**config.mk**
```make
export PLATFORM = sky130hd
export DESIGN_NAME = r200memarb
export DESIGN_NICKNAME = d
export VERILOG_FILES = /design/src/rtl/r200memarb_pkg.sv /design/src/rtl/r200arb_pick.sv /design/src/rtl/r200memarb.sv
export SDC_FILE = /design/constraint.sdc
export NUM_CORES = 1
export LEC_CHECK = 0
export ABC_AREA = 1
export CAP_MARGIN = 20
export CELL_PAD_IN_SITES_DETAIL_PLACEMENT = 0
export CELL_PAD_IN_SITES_GLOBAL_PLACEMENT = 2
export CORE_MARGIN = 3
export CORE_UTILIZATION = 18
export CTS_BUF_LIST = sky130_fd_sc_hd__clkbuf_8
export CTS_CLUSTER_SIZE = 24
export DETAILED_ROUTE_END_ITERATION = 16
export PLACE_DENSITY = 0.89
export SYNTH_ARGS = -nofsm -noshare
export SYNTH_HDL_FRONTEND = slang
export SYNTH_SLANG_ARGS = --single-unit
```
**constraint.sdc**
```tcl
create_clock -name clk -period 2.6 [get_ports clk]
set_input_delay 0.52 -clock clk [delete_from_list [all_inputs] [get_ports clk]]
set_output_delay 0.52 -clock clk [all_outputs]
set_load 0.02 [all_outputs]
```
**src/rtl/r200memarb_pkg.sv**
```systemverilog
// Shared encodings for the r200 unified-memory arbiter: FSM states and access owner.
package r200memarb_pkg;

  typedef enum logic [1:0] {
    ARB_IDLE = 2'd0,
    ARB_WAIT = 2'd1,
    ARB_RESP = 2'd2
  } arb_state_e;

  typedef enum logic [1:0] {
    OWN_NONE = 2'd0,
    OWN_IF   = 2'd1,
    OWN_D    = 2'd2
  } arb_owner_e;

  localparam int unsigned STARVE_W = 3;

endpackage

```
**src/rtl/r200arb_pick.sv**
```systemverilog
// Combinational winner select between fetch and data requesters; one-hot grant.
module r200arb_pick (
  input  logic       arb_en_i,
  input  logic       if_req_i,
  input  logic       d_req_i,
  input  logic       starve_i,
  output logic [1:0] gnt_o      // [0] = IF, [1] = D
);

  always_comb begin
    gnt_o = 2'b00;
    if (arb_en_i) begin
      // Data wins unless fetch is alone or has been starved long enough.
      if (if_req_i && (starve_i || !d_req_i)) begin
        gnt_o = 2'b01;
      end else if (d_req_i) begin
        gnt_o = 2'b10;
      end
    end
  end

endmodule

```
**src/rtl/r200memarb.sv**
```systemverilog
// Fetch/data arbiter for one single-ported fixed-latency memory, IDLE/WAIT/RESP FSM.
// Optional fetch anti-starvation counter enabled by defining R200_ARB_FAIRNESS_EN.
module r200memarb
  import r200memarb_pkg::*;
#(
  parameter int unsigned MEM_LAT    = 1,
  parameter int unsigned STARVE_MAX = 4
) (
  input  logic        clk,
  input  logic        rst,
  input  logic        if_req,
  input  logic [31:0] if_addr,
  input  logic        if_kill,
  output logic        if_gnt,
  output logic        if_rvalid,
  output logic [31:0] if_rdata,
  input  logic        d_req,
  input  logic        d_we,
  input  logic [31:0] d_addr,
  input  logic [31:0] d_wdata,
  output logic        d_gnt,
  output logic        d_rvalid,
  output logic [31:0] d_rdata,
  output logic        m_en,
  output logic        m_we,
  output logic [31:0] m_addr,
  output logic [31:0] m_wdata,
  input  logic [31:0] m_rdata,
  output logic        busy
);

  localparam int unsigned CW = (MEM_LAT > 1) ? $clog2(MEM_LAT) : 1;

  // Handshake: a requester holds req and its payload until it sees gnt high in
  // a cycle; the response is a single-cycle rvalid MEM_LAT+1 cycles after gnt.

  arb_state_e  state_q, state_d;
  arb_owner_e  owner_q, owner_d;
  logic [CW-1:0] cnt_q, cnt_d;
  logic        we_q, we_d;
  logic        kill_q, kill_d;
  logic [31:0] if_rdata_q, if_rdata_d;
  logic [31:0] d_rdata_q, d_rdata_d;

  logic        arb_en;
  logic        starve;
  logic [1:0]  gnt;

  // Holding rst out of the arbiter keeps grants and strobes low during reset.
  assign arb_en = rst && ((state_q == ARB_IDLE) || (state_q == ARB_RESP));

  r200arb_pick u_pick (
    .arb_en_i (arb_en),
    .if_req_i (if_req),
    .d_req_i  (d_req),
    .starve_i (starve),
    .gnt_o    (gnt)
  );

`ifdef R200_ARB_FAIRNESS_EN
  logic [STARVE_W-1:0] starve_q, starve_d;

  assign starve = if_req && (starve_q == STARVE_W'(STARVE_MAX));

  always_comb begin
    starve_d = starve_q;
    if (gnt[0]) begin
      starve_d = '0;
    end else if (gnt[1] && if_req && (starve_q != '1)) begin
      starve_d = starve_q + STARVE_W'(1);
    end
  end

  always_ff @(posedge clk or negedge rst) begin
    if (!rst) starve_q <= '0;
    else      starve_q <= starve_d;
  end
`else
  assign starve = 1'b0;
`endif

  always_comb begin
    state_d    = state_q;
    owner_d    = owner_q;
    cnt_d      = cnt_q;
    we_d       = we_q;
    kill_d     = kill_q;
    if_rdata_d = if_rdata_q;
    d_rdata_d  = d_rdata_q;
    case (state_q)
      ARB_IDLE, ARB_RESP: begin
        if (|gnt) begin
          state_d = ARB_WAIT;
          owner_d = gnt[0] ? OWN_IF : OWN_D;
          cnt_d   = CW'(MEM_LAT - 1);
          we_d    = gnt[1] & d_we;
          kill_d  = gnt[0] & if_kill;
        end else begin
          state_d = ARB_IDLE;
          owner_d = OWN_NONE;
          we_d    = 1'b0;
          kill_d  = 1'b0;
        end
      end
      ARB_WAIT: begin
        kill_d = kill_q | ((owner_q == OWN_IF) & if_kill);
        if (cnt_q == '0) begin
          state_d = ARB_RESP;
          if (owner_q == OWN_IF) begin
            if_rdata_d = m_rdata;
          end else if (!we_q) begin
            d_rdata_d = m_rdata;
          end
        end else begin
          cnt_d = cnt_q - CW'(1);
        end
      end
      default: begin
        state_d = ARB_IDLE;
        owner_d = OWN_NONE;
      end
    endcase
  end

  always_ff @(posedge clk or negedge rst) begin
    if (!rst) begin
      state_q    <= ARB_IDLE;
      owner_q    <= OWN_NONE;
      cnt_q      <= '0;
      we_q       <= 1'b0;
      kill_q     <= 1'b0;
      if_rdata_q <= '0;
      d_rdata_q  <= '0;
    end else begin
      state_q    <= state_d;
      owner_q    <= owner_d;
      cnt_q      <= cnt_d;
      we_q       <= we_d;
      kill_q     <= kill_d;
      if_rdata_q <= if_rdata_d;
      d_rdata_q  <= d_rdata_d;
    end
  end

  assign if_gnt  = gnt[0];
  assign d_gnt   = gnt[1];
  assign m_en    = |gnt;
  assign m_we    = gnt[1] & d_we;
  assign m_addr  = gnt[1] ? d_addr : (gnt[0] ? if_addr : 32'h0);
  assign m_wdata = gnt[1] ? d_wdata : 32'h0;
  assign busy    = (state_q != ARB_IDLE);

  // A kill arriving in the response cycle itself still suppresses the pulse.
  assign if_rvalid = (state_q == ARB_RESP) && (owner_q == OWN_IF) && !kill_q && !if_kill;
  assign d_rvalid  = (state_q == ARB_RESP) && (owner_q == OWN_D);
  assign if_rdata  = if_rdata_q;
  assign d_rdata   = d_rdata_q;

endmodule

```
==> results.cfg <==
[status]
status = finished clean

[logic_synthesis]
synth.net_count = 625
avgSynthCellArea_um2 = 7.19
synth_area_leaders = dfrtp_1 (50%), nand2_1 (25%), nand4_1 (5.7%), nand3_1 (5.4%), inv_1 (4.4%)
synth_common_cells = nand2_1 (234), dfrtp_1 (70), inv_1 (41)
ys_async_sr_fraction_pct = 100
synth_warnings = 0
ys_seq_area_share_pct = 49.6
synth-edff-count = 0
synth.distinct_cells = 19
yosysMostFrequentCell = nand2_1
synth-main-ff-cell = dfrtp_1
yosysTopAreaCellShare_pct = 49.6
netlist_area_mm2 = 0.00353
synth_seq_cells = 70
synth_cells = 491
yosys.area.top_type = dfrtp_1

[critical_path]
ff2ff_path_depth = 7
cp-start-kind = input pin
crit_type = in -> out
worstPathArrival_ns = 1.96
r2r-end = if_rdata[29]
r2r_start = owner_q[0]
cp.required_ns = 2.08
cp_max_fo = 33
cp-end-kind = output pin
ff2ff_setup_slack_ns = 0.83

[clocking]
cts-root-buf = clkbuf_8
cts_tree = built
cts_hold_buf = 0
htreeDepth = 3
ctsLongestPathBuffers = 2
clk_latency_ns = 0.35
cts.clk_slew.worst_paths_ns = 0.08
cts_sinks = 70
numCtsBuffers = 9
post_cts_buffers = 0

[sta]
finClkSkew_ns = 0.00638
finalCriticalPeriod_ns = 2.48
setup_ws_ns = 0.117
clock.fmax_mhz = 403
finalSetupViolCount = 0
fin_tns_setup_ns = 0
hold_viol = 0
slew_violations = 0
post-route-period-util_pct = 95.5
max-slew-margin-rel_pct = 39.4
worstMarginPinSlew_ns = 0.910
grt_setup_unrepaired = false

[layout]
seq_area_mm2 = 0.00175
syn_to_final_growth_pct = 90.1
antenna_cells = 0
nFillCells = 2094
fin_nets = 893
final_cell_area_mm2 = 0.00671
drive_above_1_share_pct = 5.63
fin_cells = 1024
multi_input_area_mm2 = 0.00144

[pwr]
seqPwrFrac_pct = 34.5
pwr-share-comb_pct = 44.8
switching_share_pct = 36.5
leakage_nw = 3.53
p_clk_share_pct = 20.7
power_switching_mw = 1.76
internal_power_mw = 3.07
peakVddDrop_mv = 0.275
p_per_area_mw_per_mm2 = 720

[detailed_routing]
drt_iter0_markers = 88
avgViaCountPerCell = 3.93
drc = 0
dr_total_vias = 4028
drt_pass1_iterations = 4
routed_wirelength_um = 14400
ant_nets = 0
wl_per_cell_um = 14.0

[floorplanning]
start_util_pct = 18.6
die_area_mm2 = 0.0213
rows = 50
core_area_mm2 = 0.0190
die-height_um = 146
ios = 269
die_w_um = 146

[hold_path]
min_path_type = in -> async

[global_route]
track_usage_pct = 13.4
grt_pass1_wl_um = 23000
grt_antenna_before_repair = 0
grt_max_degree = 71
grt_pass1_vias = 4151
grt-ovfl-total = 0

[place]
gp_congestion = 0.758
pre_cts_ws_ns = -0.178
portBuffers = 268
dp_hpwl_um = 11000
post-place-cells = 1008
place_area_mm2 = 0.00657

[job]
maxCapViolations = 0
[registers in the layout (all words and copies together), names as in the netlist]
name / flops
d_rdata: 32
if_rdata: 32
kill_q: 1
owner_q: 2
state_q: 2
we_q: 1
[layer usage]
| metal | vias up | GRT usage [%] | share of wire, % |
|---|---|---|---|
| met4 | 0 | 2.68 | 0.77 |
| met5 | - | 0 | 0 |
| met3 | 6 | 4.90 | 9.2 |
| li1 | 2051 | - | - |
| met2 | 188 | 22.5 | 48 |
| met1 | 1783 | 16.7 | 42 |
[placed cells by master (no fill, tap or decap), drive strengths merged]
cell type	synthesis	final
nand2	235	235
clkdlybuf4s50	0	199
dfrtp	70	70
dlygate4sd2	0	65
inv	43	43
nand3	38	38
nor2	36	36
nand4	32	32
buf	27	23
clkbuf	5	10
clkinv	1	3
clkinvlp	0	2
bufinv	0	2
dlymetal6s2s	0	2
nor3	1	1
nor4	1	1
o21ai	1	1
o22ai	1	1
[kinds of logic (layout without fill, tap and decap cells)]
family	after synthesis	in the layout	share of synthesized area [%]
compound gates	2	2	0.319
flops	70	70	49.6
buf+inv	76	349	9.64
simple gates	343	343	40.5
[timing repair]
action	in CTS	in global routing
pin swaps	0	0
gates cloned	0	0
resized for setup	65	2
endpoints found under the setup margin	65	2
[power groups by stage]
stage / registers (mW) / clock network [mW] / logic (mW)
after floorplan: 2.14 / 0 / 0.502
after global placement: 1.68 / 0 / 2.23
after detailed placement: 1.69 / 0 / 2.24
after CTS: 1.67 / 1.04 / 2.21
after global routing: 1.73 / 1.08 / 2.34
final: 1.67 / 0.998 / 2.17
[area by class of cell]
class | count | share of cell area [%]
timing repair buffer | 289 | 41.8
sequential | 70 | 26.1
multi-input combinational | 345 | 21.4
tap | 260 | 4.85
inverter | 44 | 2.46
clock buffer | 10 | 2.05
clock inverter | 6 | 1.27
[worst max-delay path, cell delays in order]
cell and delay [ns]:
clkdlybuf4s50_1 0.45, inv_1 0.04, nor2_1 0.12, nand2_1 0.08, inv_1 0.09, buf_12 0.18, nand2_1 0.07, nand2_1 0.05
dlygate4sd2_1 0.34
[how the worst max path moves through the flow]
stage | from | to | slack (ns) | depth (start not counted)
CTS | if_req | m_en | 0.03 | 7
finish | if_req | m_addr[9] | 0.12 | 9
global placement | if_req | m_addr[6] | -0.17 | 9
detailed placement | if_req | m_addr[6] | -0.18 | 9
global route | if_req | m_addr[6] | 0.0007 | 9
floorplan | rst | m_wdata[11] | 0.72 | 6
[per-stage QoR]
stage | util, % | power (mW) | hold slack (ns)
CTS | 35.3 | 4.93 | 0.426
floorplan | - | 2.64 | 0.224
global route | 35.3 | 5.15 | 0.457
detailed placement | 34.5 | 3.93 | 0.458
global placement | 34.5 | 3.92 | 0.452
finish | 35.3 | 4.83 | 0.382
Power figures use the tool's default switching activity.
